File: config.mk
export PLATFORM = sky130hd
export DESIGN_NAME = wb_gpio_flat
export DESIGN_NICKNAME = d
export VERILOG_FILES = /design/src/rtl/wb_gpio_pkg.sv /design/src/rtl/wb_if.sv /design/src/rtl/wb_gpio_sync_edge.sv /design/src/rtl/wb_gpio.sv /design/src/flat_wrapper.sv
export SDC_FILE = /design/constraint.sdc
export NUM_CORES = 1
export LEC_CHECK = 0
export CAP_MARGIN = 20
export CORE_AREA = 2 2 80 82
export CTS_CLUSTER_DIAMETER = 150
export CTS_CLUSTER_SIZE = 40
export DETAILED_ROUTE_END_ITERATION = 8
export DIE_AREA = 0 0 82 84
export PLACE_DENSITY = 0.74
export SLEW_MARGIN = 20
export SYNTH_ARGS = -nofsm -noshare
export SYNTH_HDL_FRONTEND = slang
export SYNTH_SLANG_ARGS = --single-unit
export TNS_END_PERCENT = 20
File: constraint.sdc
create_clock -name clk -period 1.1 [get_ports clk]
set_clock_uncertainty 0.15 [all_clocks]
set_input_delay 0.165 -clock clk [delete_from_list [all_inputs] [get_ports clk]]
set_output_delay 0.165 -clock clk [all_outputs]
set_load 0.02 [all_outputs]
File: src/rtl/wb_gpio_pkg.sv
// Register map, field widths and byte-lane helpers for the Wishbone GPIO block.
package wb_gpio_pkg;

    localparam int REG_W = 32;
    localparam int SEL_W = REG_W / 8;

    localparam logic [7:0] OFF_DATA_IN    = 8'h00;
    localparam logic [7:0] OFF_DATA_OUT   = 8'h04;
    localparam logic [7:0] OFF_DIR        = 8'h08;
    localparam logic [7:0] OFF_IRQ_EN     = 8'h0C;
    localparam logic [7:0] OFF_IRQ_EDGE   = 8'h10;
    localparam logic [7:0] OFF_IRQ_STATUS = 8'h14;

    localparam logic [1:0] SETTLE_DONE = 2'd3;

    typedef enum logic [2:0] {
        R_DATA_IN    = OFF_DATA_IN[4:2],
        R_DATA_OUT   = OFF_DATA_OUT[4:2],
        R_DIR        = OFF_DIR[4:2],
        R_IRQ_EN     = OFF_IRQ_EN[4:2],
        R_IRQ_EDGE   = OFF_IRQ_EDGE[4:2],
        R_IRQ_STATUS = OFF_IRQ_STATUS[4:2],
        R_RSV6       = 3'd6,
        R_RSV7       = 3'd7
    } reg_e;

    function automatic logic [REG_W-1:0] sel_mask(logic [SEL_W-1:0] sel);
        logic [REG_W-1:0] m;
        m = '0;
        for (int i = 0; i < SEL_W; i++) begin
            m[i*8 +: 8] = {8{sel[i]}};
        end
        return m;
    endfunction

    function automatic logic [REG_W-1:0] merge(
        logic [REG_W-1:0] old,
        logic [REG_W-1:0] wdat,
        logic [REG_W-1:0] m
    );
        return (old & ~m) | (wdat & m);
    endfunction

endpackage

File: src/rtl/wb_if.sv
// Classic Wishbone single-access bus bundle.
interface wb_if #(
    parameter int ADDR_W = 32,
    parameter int DATA_W = 32
);
    logic                cyc;
    logic                stb;
    logic                we;
    logic [ADDR_W-1:0]   adr;
    logic [DATA_W-1:0]   dat_w;
    logic [DATA_W/8-1:0] sel;
    logic [DATA_W-1:0]   dat_r;
    logic                ack;
    logic                err;

    modport master (
        output cyc, stb, we, adr, dat_w, sel,
        input  dat_r, ack, err
    );

    modport slave (
        input  cyc, stb, we, adr, dat_w, sel,
        output dat_r, ack, err
    );
endinterface

File: src/rtl/wb_gpio_sync_edge.sv
// One pad: 2-flop synchronizer, delay flop and rise/fall detect.
module wb_gpio_sync_edge (
    input  logic clk,
    input  logic rstn,
    input  logic pad,
    output logic data_in,
    output logic rise,
    output logic fall
);

    logic meta;
    logic dly;

    always_ff @(posedge clk) begin
        if (!rstn) begin
            meta    <= 1'b0;
            data_in <= 1'b0;
            dly     <= 1'b0;
        end else begin
            meta    <= pad;
            data_in <= meta;
            dly     <= data_in;
        end
    end

    assign rise = data_in & ~dly;
    assign fall = ~data_in & dly;

endmodule

File: src/rtl/wb_gpio.sv
// Wishbone GPIO: register file, bus handshake, edge interrupts.
module wb_gpio
    import wb_gpio_pkg::*;
#(
    parameter int WB_ADDR_WIDTH = 32,
    parameter int WB_DATA_WIDTH = 32,
    parameter int NUM_PINS      = 4
) (
    input  logic                clk,
    input  logic                rstn,
    wb_if.slave                 s,
    input  logic [NUM_PINS-1:0] gpio_i,
    output logic [NUM_PINS-1:0] gpio_o,
    output logic [NUM_PINS-1:0] gpio_oe,
    output logic                int_o
);

    logic [WB_ADDR_WIDTH-1:0]   adr;
    logic [WB_DATA_WIDTH-1:0]   wraw;
    logic [WB_DATA_WIDTH/8-1:0] sraw;

    logic [NUM_PINS-1:0] dout;
    logic [NUM_PINS-1:0] dir;
    logic [NUM_PINS-1:0] ien;
    logic [NUM_PINS-1:0] iedge;
    logic [NUM_PINS-1:0] ist;
    logic [NUM_PINS-1:0] din;
    logic [NUM_PINS-1:0] rise;
    logic [NUM_PINS-1:0] fall;
    logic [NUM_PINS-1:0] set;
    logic [NUM_PINS-1:0] clr;

    logic [1:0]               settle;
    logic                     ack;
    logic                     irq;
    logic [WB_DATA_WIDTH-1:0] rdat;

    logic [REG_W-1:0] wdat;
    logic [REG_W-1:0] bmask;
    logic [REG_W-1:0] rval;
    reg_e             idx;
    logic             acc;
    logic             wr;
    logic             unused_bits;

    assign adr  = s.adr;
    assign wraw = s.dat_w;
    assign sraw = s.sel;

    assign acc   = s.cyc & s.stb & ~ack;
    assign wr    = acc & s.we;
    assign idx   = reg_e'(adr[4:2]);
    assign wdat  = REG_W'(wraw);
    assign bmask = sel_mask(SEL_W'(sraw));

    assign unused_bits = ^{adr, wraw, sraw};

    for (genvar i = 0; i < NUM_PINS; i++) begin : g_pin
        wb_gpio_sync_edge u_sync (
            .clk     (clk),
            .rstn    (rstn),
            .pad     (gpio_i[i]),
            .data_in (din[i]),
            .rise    (rise[i]),
            .fall    (fall[i])
        );
    end

    // Synchronizer fill after reset looks like edges; ignore them until settled.
    assign set = (settle == SETTLE_DONE)
               ? ((iedge & fall) | (~iedge & rise))
               : '0;

    assign clr = (wr && idx == R_IRQ_STATUS)
               ? NUM_PINS'(wdat & bmask)
               : '0;

    always_comb begin
        rval = '0;
        unique case (idx)
            R_DATA_IN:    rval = REG_W'(din);
            R_DATA_OUT:   rval = REG_W'(dout);
            R_DIR:        rval = REG_W'(dir);
            R_IRQ_EN:     rval = REG_W'(ien);
            R_IRQ_EDGE:   rval = REG_W'(iedge);
            R_IRQ_STATUS: rval = REG_W'(ist);
            default:      rval = '0;
        endcase
    end

    always_ff @(posedge clk) begin
        if (!rstn) begin
            dout   <= '0;
            dir    <= '0;
            ien    <= '0;
            iedge  <= '0;
            ist    <= '0;
            settle <= '0;
            ack    <= 1'b0;
            rdat   <= '0;
            irq    <= 1'b0;
        end else begin
            ack  <= acc;
            rdat <= acc ? WB_DATA_WIDTH'(rval) : '0;
            irq  <= |(ist & ien);
            // Set wins over a same-cycle W1C clear.
            ist  <= (ist & ~clr) | set;
            if (settle != SETTLE_DONE) begin
                settle <= settle + 2'd1;
            end
            if (wr) begin
                unique case (idx)
                    R_DATA_OUT:
                        dout <= NUM_PINS'(merge(REG_W'(dout), wdat, bmask));
                    R_DIR:
                        dir <= NUM_PINS'(merge(REG_W'(dir), wdat, bmask));
                    R_IRQ_EN:
                        ien <= NUM_PINS'(merge(REG_W'(ien), wdat, bmask));
                    R_IRQ_EDGE:
                        iedge <= NUM_PINS'(merge(REG_W'(iedge), wdat, bmask));
                    default: ;
                endcase
            end
        end
    end

    assign s.ack   = ack;
    assign s.dat_r = rdat;
    assign s.err   = 1'b0;
    assign gpio_o  = dout;
    assign gpio_oe = dir;
    assign int_o   = irq;

endmodule

File: src/flat_wrapper.sv
// flat-port wrapper written by rule: the top's interface ports become plain ports
module wb_gpio_flat import wb_gpio_pkg::*;
#(
    parameter int WB_ADDR_WIDTH = 32,
    parameter int WB_DATA_WIDTH = 32,
    parameter int NUM_PINS      = 4
)
  (clk, rstn, gpio_i, gpio_o, gpio_oe, int_o, s_cyc, s_stb, s_we, s_adr, s_dat_w, s_sel, s_dat_r, s_ack, s_err);
  wb_if #(.ADDR_W(32), .DATA_W(32)) s_i ();
  input  logic clk;
  input  logic rstn;
  input  logic [NUM_PINS-1:0] gpio_i;
  output logic [NUM_PINS-1:0] gpio_o;
  output logic [NUM_PINS-1:0] gpio_oe;
  output logic int_o;
  input wire logic [$bits(s_i.cyc)-1:0] s_cyc;
  input wire logic [$bits(s_i.stb)-1:0] s_stb;
  input wire logic [$bits(s_i.we)-1:0] s_we;
  input wire logic [$bits(s_i.adr)-1:0] s_adr;
  input wire logic [$bits(s_i.dat_w)-1:0] s_dat_w;
  input wire logic [$bits(s_i.sel)-1:0] s_sel;
  output wire logic [$bits(s_i.dat_r)-1:0] s_dat_r;
  output wire logic [$bits(s_i.ack)-1:0] s_ack;
  output wire logic [$bits(s_i.err)-1:0] s_err;
  assign s_i.cyc = s_cyc;
  assign s_i.stb = s_stb;
  assign s_i.we = s_we;
  assign s_i.adr = s_adr;
  assign s_i.dat_w = s_dat_w;
  assign s_i.sel = s_sel;
  assign s_dat_r = s_i.dat_r;
  assign s_ack = s_i.ack;
  assign s_err = s_i.err;
  wb_gpio #(.WB_ADDR_WIDTH(WB_ADDR_WIDTH), .WB_DATA_WIDTH(WB_DATA_WIDTH), .NUM_PINS(NUM_PINS)) u_core (.clk(clk), .rstn(rstn), .s(s_i), .gpio_i(gpio_i), .gpio_o(gpio_o), .gpio_oe(gpio_oe), .int_o(int_o));
endmodule
==> flow_metrics.py, run 1 <==
metrics = {
    "run": {
        "max-cap-violations": 0,
    },
    "worst_setup_path": {
        "path_class": "reg -> reg",
        "cp_slowest_cell": "dfxtp_4",
        "cp_data_required_time_ns": 1.18,
        "path_buf_inv": 1,
        "worstRegToRegCells": 4,
        "critical_path.max_fanout": 8,
        "start_kind": "register",
        "max_stage_delay_ns": 0.37,
        "rrSetupSlack_ns": -0.23,
        "path_cells": "nor4bb_1 -> buf_4 -> nand3_1 -> a21oi_1",
        "endpoint_kind": "register",
        "arrival_ns": 1.41,
        "r2r_start": "u_core.s.ack",
        "crit_family": "simple AND/OR/NAND/NOR gates",
    },
    "clock_tree": {
        "path_clk_slew_ns": 0.08,
        "cts.sinks": 40,
        "root_buffer": "clkbuf_8",
        "cts_made_buffers": 5,
        "clockBufferDepth": 2,
        "cts_tree": "yes",
        "clock_latency_ns": 0.29,
        "cts_hold_buf": 0,
        "htree_num_levels": 2,
    },
    "hold_path": {
        "holdCritStartpoint": "u_core.g_pin[3].u_sync.meta",
        "holdPathStages": 1,
        "hp-class": "reg -> reg",
        "whs_endpoint": "u_core.g_pin[3].u_sync.data_in",
    },
    "floorplanning": {
        "dieArea_um2": 6890,
        "io_pins": 120,
        "die_x_um": 82,
        "die_h_um": 84,
        "core_um2": 6100,
        "rows": 29,
        "start_util_pct": 32.5,
    },
    "finish": {
        "final_common_cell": "buf_4",
        "num_antenna_cells": 0,
        "area_growth_pct": 35.5,
        "post-route-util_pct": 44.0,
        "final_cell_mix": "buf_4, conb_1, dfxtp_1",
        "regArea_um2": 827,
        "drive_above_1_share_pct": 39.6,
        "fin_cells": 347,
        "fillers": 601,
        "multi_input_area_um2": 1060,
        "nNetsFinal": 347,
    },
    "timing": {
        "finalCriticalPeriod_ns": 1.33,
        "setup_ws_ns": -0.233,
        "period_share_pct": 121,
        "report.final.slew_viol_count": 0,
        "setup_tns_ns": -4.73,
        "slew_headroom_pct": 61.3,
        "max_freq_mhz": 750,
        "setup_viol": 28,
        "hold_violations": 0,
        "rsz0062_at_grt": "true",
        "worst_pin_slew_ns": 0.580,
    },
    "placed_design": {
        "gp_congestion": 0.850,
        "dp_hpwl_um": 3760,
        "portBuffers": 30,
        "dpl_worst_slack_ns": -0.714,
        "dp.cells": 338,
    },
    "drt": {
        "dr_total_vias": 1684,
        "drcViolationCount": 0,
        "ant_nets": 0,
        "wl_per_cell_um": 14.3,
        "routed_wl_um": 4950,
        "firstDrtPassIters": 4,
        "routed_via_density": 4.85,
        "drtIter0Drc": 73,
    },
    "logic_synthesis": {
        "ys_seq_area_share_pct": 40.5,
        "synth_warnings": 0,
        "postSynthCellCount": 208,
        "syn_area_per_cell_um2": 9.51,
        "yosys.cell_types.count": 35,
        "synth_seq_cells": 40,
        "synth_area_um2": 1980,
    },
    "power": {
        "peakVddDrop_v": 0.000819,
        "p_leak_nw": 1.07,
        "power_mw": 3.16,
        "power_density_nw_per_um2": 1180,
    },
    "global_routing": {
        "grtUsageTotal_pct": 15.0,
        "grt_pass1_wl_um": 7920,
        "antenna_found_initial": 0,
        "grt_max_degree": 16,
        "grt_pass1_vias": 1594,
        "grt_overflow": 0,
    },
    "run_status": {
        "status": "finished, violations left",
        "violations": "negative setup slack",
    },
}
-- report_power, final --
group / internal [mW] / switching [mW] / total, mW
registers: 1.48 / 0.0248 / 1.51
clock network: 0.683 / 0.521 / 1.20
logic: 0.190 / 0.256 / 0.447
-- logic make-up (layout without fill, tap and decap cells) --
family / Yosys count / after routing / share of synthesized area, %
AND/OR/NAND/NOR: 70 / 70 / 22.8
XOR/XNOR: 1 / 1 / 0.443
adder cells (fa/ha/maj): 1 / 1 / 0.632
AO/OA/AOI/OAI: 41 / 41 / 12.0
multiplexers: 12 / 12 / 8.79
buffers and inverters: 42 / 76 / 14.6
flip-flops: 40 / 40 / 40.5
other: 1 / 29 / 0.190
-- how the worst max path moves through the flow --
stage / from / end / slack [ns] / cells past startpoint
floorplan: register / u_core.s.dat_r[2] / -0.16 / 3
global placement: s_adr[3] / register / -0.69 / 6
detailed placement: s_adr[3] / register / -0.71 / 5
CTS: u_core.s.ack / register / -0.20 / 4
global route: u_core.s.ack / register / -0.30 / 4
finish: u_core.s.ack / register / -0.23 / 4
-- through the flow --
| step | hold slack [ns] | area [µm²] |
|---|---|---|
| after global routing | 0.300 | 2680 |
| final | 0.289 | 2680 |
| after CTS | 0.291 | 2620 |
| after global placement | 0.271 | 2450 |
| after detailed placement | 0.272 | 2450 |
| after floorplan | 0.142 | 2080 |
-- synth_stat cells, drive strengths merged --
library cell   n  area share, %
dfxtp         40             40
buf           35             13
nand3         19            4.8
a21oi         17            4.3
and2          12            3.8
o21ai         12            3.0
nand2          9            1.7
a22oi          5            1.9
mux2i          5            2.5
nor2           5           0.95
or3b           5            2.2
a31o           4            1.8
and4b          4            2.2
inv            4           0.76
mux2           4            2.3
nand3b         4            1.5
clkbuf         3           0.57
mux4           3            4.0
a31oi          2           0.63
and4           2            1.0
nand4b         2           0.89
nand4bb        2            1.1
nor2b          2           0.63
nor4bb         2            1.0
a21o           1           0.38
and4bb         1           0.63
conb           1           0.19
ha             1           0.63
nand4          1           0.32
xor2           1           0.44
-- final cells by class --
type / instances / area share, %
Multi-Input combinational cell: 154 / 39.6
Tap cell: 77 / 3.59
Inverter: 4 / 0.560
Clock buffer: 5 / 2.57
Sequential cell: 40 / 30.9
Timing Repair Buffer: 64 / 21.1
Clock inverter: 3 / 1.73
-- routing by layer --
metal	wire [µm]	global-route usage, %	vias up
met2	2500	24.5	53
met3	275	3.35	5
met1	2110	19.4	819
met5	0	0	-
met4	70	4.55	0
li1	-	-	807
-- repair_timing --
action | CTS | global route
pin swaps | 14 | 8
gates resized for setup | 101 | 21
endpoints found under the hold margin | 0 | 0
setup endpoints to repair | 42 | 41
setup buffers | 1 | 0
No activity file was read; power rests on OpenSTA's default activity.
==> inputs of run 2 (changes only) <==
--- a/config.mk
+++ b/config.mk
@@ -5,13 +5,13 @@
 export SDC_FILE = /design/constraint.sdc
 export NUM_CORES = 1
 export LEC_CHECK = 0
-export CAP_MARGIN = 20
-export CORE_AREA = 2 2 80 82
+export CORE_AREA = 2 2 79 81
 export CTS_CLUSTER_DIAMETER = 150
 export CTS_CLUSTER_SIZE = 40
 export DETAILED_ROUTE_END_ITERATION = 8
-export DIE_AREA = 0 0 82 84
-export PLACE_DENSITY = 0.74
+export DIE_AREA = 0 0 81 83
+export DONT_BUFFER_PORTS = 1
+export PLACE_DENSITY = 0.48
 export SLEW_MARGIN = 20
 export SYNTH_ARGS = -nofsm -noshare
 export SYNTH_HDL_FRONTEND = slang
==> flow_metrics.py, run 2 (synthesized netlist as in run 1, its figures left out) <==
metrics = {
    "drt": {
        "ant_nets": 0,
        "dr_total_vias": 1590,
        "routed_via_density": 4.89,
        "wl_per_cell_um": 15.9,
        "drcViolationCount": 0,
        "drtIter0Drc": 156,
        "firstDrtPassIters": 4,
        "routed_wl_um": 5160,
    },
    "worst_setup_path": {
        "worstRegToRegCells": 3,
        "r2r_start": "u_core.s.ack",
        "endpoint_kind": "register",
        "cp_data_required_time_ns": 1.14,
        "critical_path.max_fanout": 6,
        "path_class": "reg -> reg",
        "start_kind": "register",
        "r2r-end": "u_core.ist[2]",
        "rrSetupSlack_ns": -0.23,
        "arrival_ns": 1.37,
    },
    "global_routing": {
        "met1_usage_pct": 21.6,
        "grt_pass1_vias": 1530,
        "antenna_found_initial": 0,
        "use_met3_pct": 4.57,
        "grtUsageTotal_pct": 16.0,
        "grt_util_met2_pct": 24.3,
        "grt.busiest_layer": "met2",
        "grt_max_degree": 28,
        "grt_overflow": 0,
        "grt_pass1_wl_um": 8110,
    },
    "power": {
        "switching_share_pct": 23.9,
        "p_sw_uw": 770,
        "peakVddDrop_v": 0.000729,
        "power.share.sequential_pct": 47.2,
        "intPower_mw": 2.46,
        "power_density_nw_per_um2": 1260,
        "pwr-share-comb_pct": 11.3,
        "p_leak_nw": 0.987,
        "clkPwrFrac_pct": 41.5,
    },
    "hold_path": {
        "hp-class": "in -> reg",
        "holdPathStages": 1,
        "whs_endpoint": "u_core.g_pin[3].u_sync.data_in",
        "holdCritStartpoint": "rstn",
    },
    "timing": {
        "report.final.slew_viol_count": 0,
        "hold_violations": 17,
        "max_freq_mhz": 752,
        "setup_ws_ns": -0.229,
        "setup_viol": 27,
        "hold_ws_ns": -0.153,
        "finalCriticalPeriod_ns": 1.33,
        "rsz0062_at_grt": "true",
        "period_share_pct": 121,
    },
    "run_status": {
        "status": "finished, violations left",
        "violations": "negative hold slack, negative setup slack",
    },
    "placed_design": {
        "dp.cells": 303,
        "dp_hpwl_um": 3700,
        "portBuffers": 0,
        "gp_congestion": 0.838,
    },
    "finish": {
        "drive_above_1_share_pct": 33.6,
        "fin_cells": 325,
        "nNetsFinal": 328,
        "final_cell_mix": "conb_1, dfxtp_1, buf_4",
        "num_antenna_cells": 0,
        "final_common_cell": "conb_1",
        "area_growth_pct": 29.2,
    },
    "clock_tree": {
        "path_clk_slew_ns": 0.09,
        "root_buffer": "clkbuf_8",
        "clock_latency_ns": 0.30,
        "cts_made_buffers": 5,
        "htree_num_levels": 2,
        "cts.sinks": 40,
        "cts_tree": "yes",
        "clockBufferDepth": 2,
    },
    "floorplanning": {
        "io_pins": 120,
        "rows": 28,
        "start_util_pct": 34.0,
        "die_h_um": 83,
        "die_x_um": 81,
        "dieArea_um2": 6720,
        "core_um2": 5820,
    },
    "run": {
        "max-cap-violations": 0,
    },
}
==> run 2: cell types whose count changed in the layout (fill, tap and decap cells not counted), moves of 3 or more <==
cell and delta:
buf_4 -16, dlygate4sd3_1 +15, clkdlybuf4s50_1 -9, dlygate4sd2_1 -6, dfxtp_2 +4, a21oi_1 +3, a21oi_2 -3, dfxtp_4 -3
==> run 2: critical path, cell delays in order (launching register included) <==
cell,delay (ns)
dfxtp_4,0.38
and4b_2,0.36
nand3_1,0.09
a31o_2,0.25
==> run 2: metal layers <==
layer	vias up	wire length (µm)
met5	-	0
met4	0	75
met3	8	346
met2	57	2440
met1	755	2300
li1	770	-
==> run 2: how the worst max path moves through the flow <==
stage / from / endpoint / slack, ns / cells after the start
after detailed placement: u_core.s.ack / register / -0.27 / 4
after floorplan: register / u_core.s.dat_r[2] / -0.16 / 3
final: u_core.s.ack / u_core.ist[2] / -0.23 / 3
after global placement: u_core.g_pin[0].u_sync.data_in / u_core.s.dat_r[0] / -0.25 / 3
after global routing: u_core.s.ack / register / -0.27 / 4
after CTS: u_core.s.ack / u_core.ist[1] / -0.19 / 3
==> run 2: final cells by class <==
class                      instances  area (µm²)
sequential                        40         821
tap                               75        93.8
multi-input combinational        154        1070
timing repair buffer              45         434
fill                             584        3260
inverter                           4        15.0
clock inverter                     1        30.0
clock buffer                       6        93.8
==> run 2: what timing repair did <==
| item | in CTS | in global routing |
|---|---|---|
| pin swaps | 12 | 9 |
| hold endpoints to repair | 36 | 26 |
| setup endpoints to repair | 33 | 36 |
| hold buffers | 11 | 4 |
| gates resized for setup | 26 | 14 |
| setup buffers | 0 | 0 |
==> run 2: metrics by stage <==
stage / utilization [%] / power [mW] / TNS (ns) / worst slack, ns / cell area [µm²]
detailed placement: 37.0 / 1.83 / -4.67 / -0.266 / 2150
CTS: 42.6 / 3.22 / -4.06 / -0.191 / 2480
finish: 44.0 / 3.23 / -4.31 / -0.229 / 2560
global route: 44.0 / 3.35 / -5.67 / -0.267 / 2560
global placement: 37.0 / 1.83 / -4.31 / -0.254 / 2150
floorplan: - / 1.86 / -2.14 / -0.155 / 2080
==> run 2: power by group through the flow <==
stage               registers (mW)  clock network [mW]  logic (mW)
CTS                           1.53                1.36       0.338
finish                        1.52                1.34       0.364
detailed placement            1.55                   0       0.283
global placement              1.54                   0       0.281
floorplan                     1.54                   0       0.317
global route                  1.53                1.43       0.396
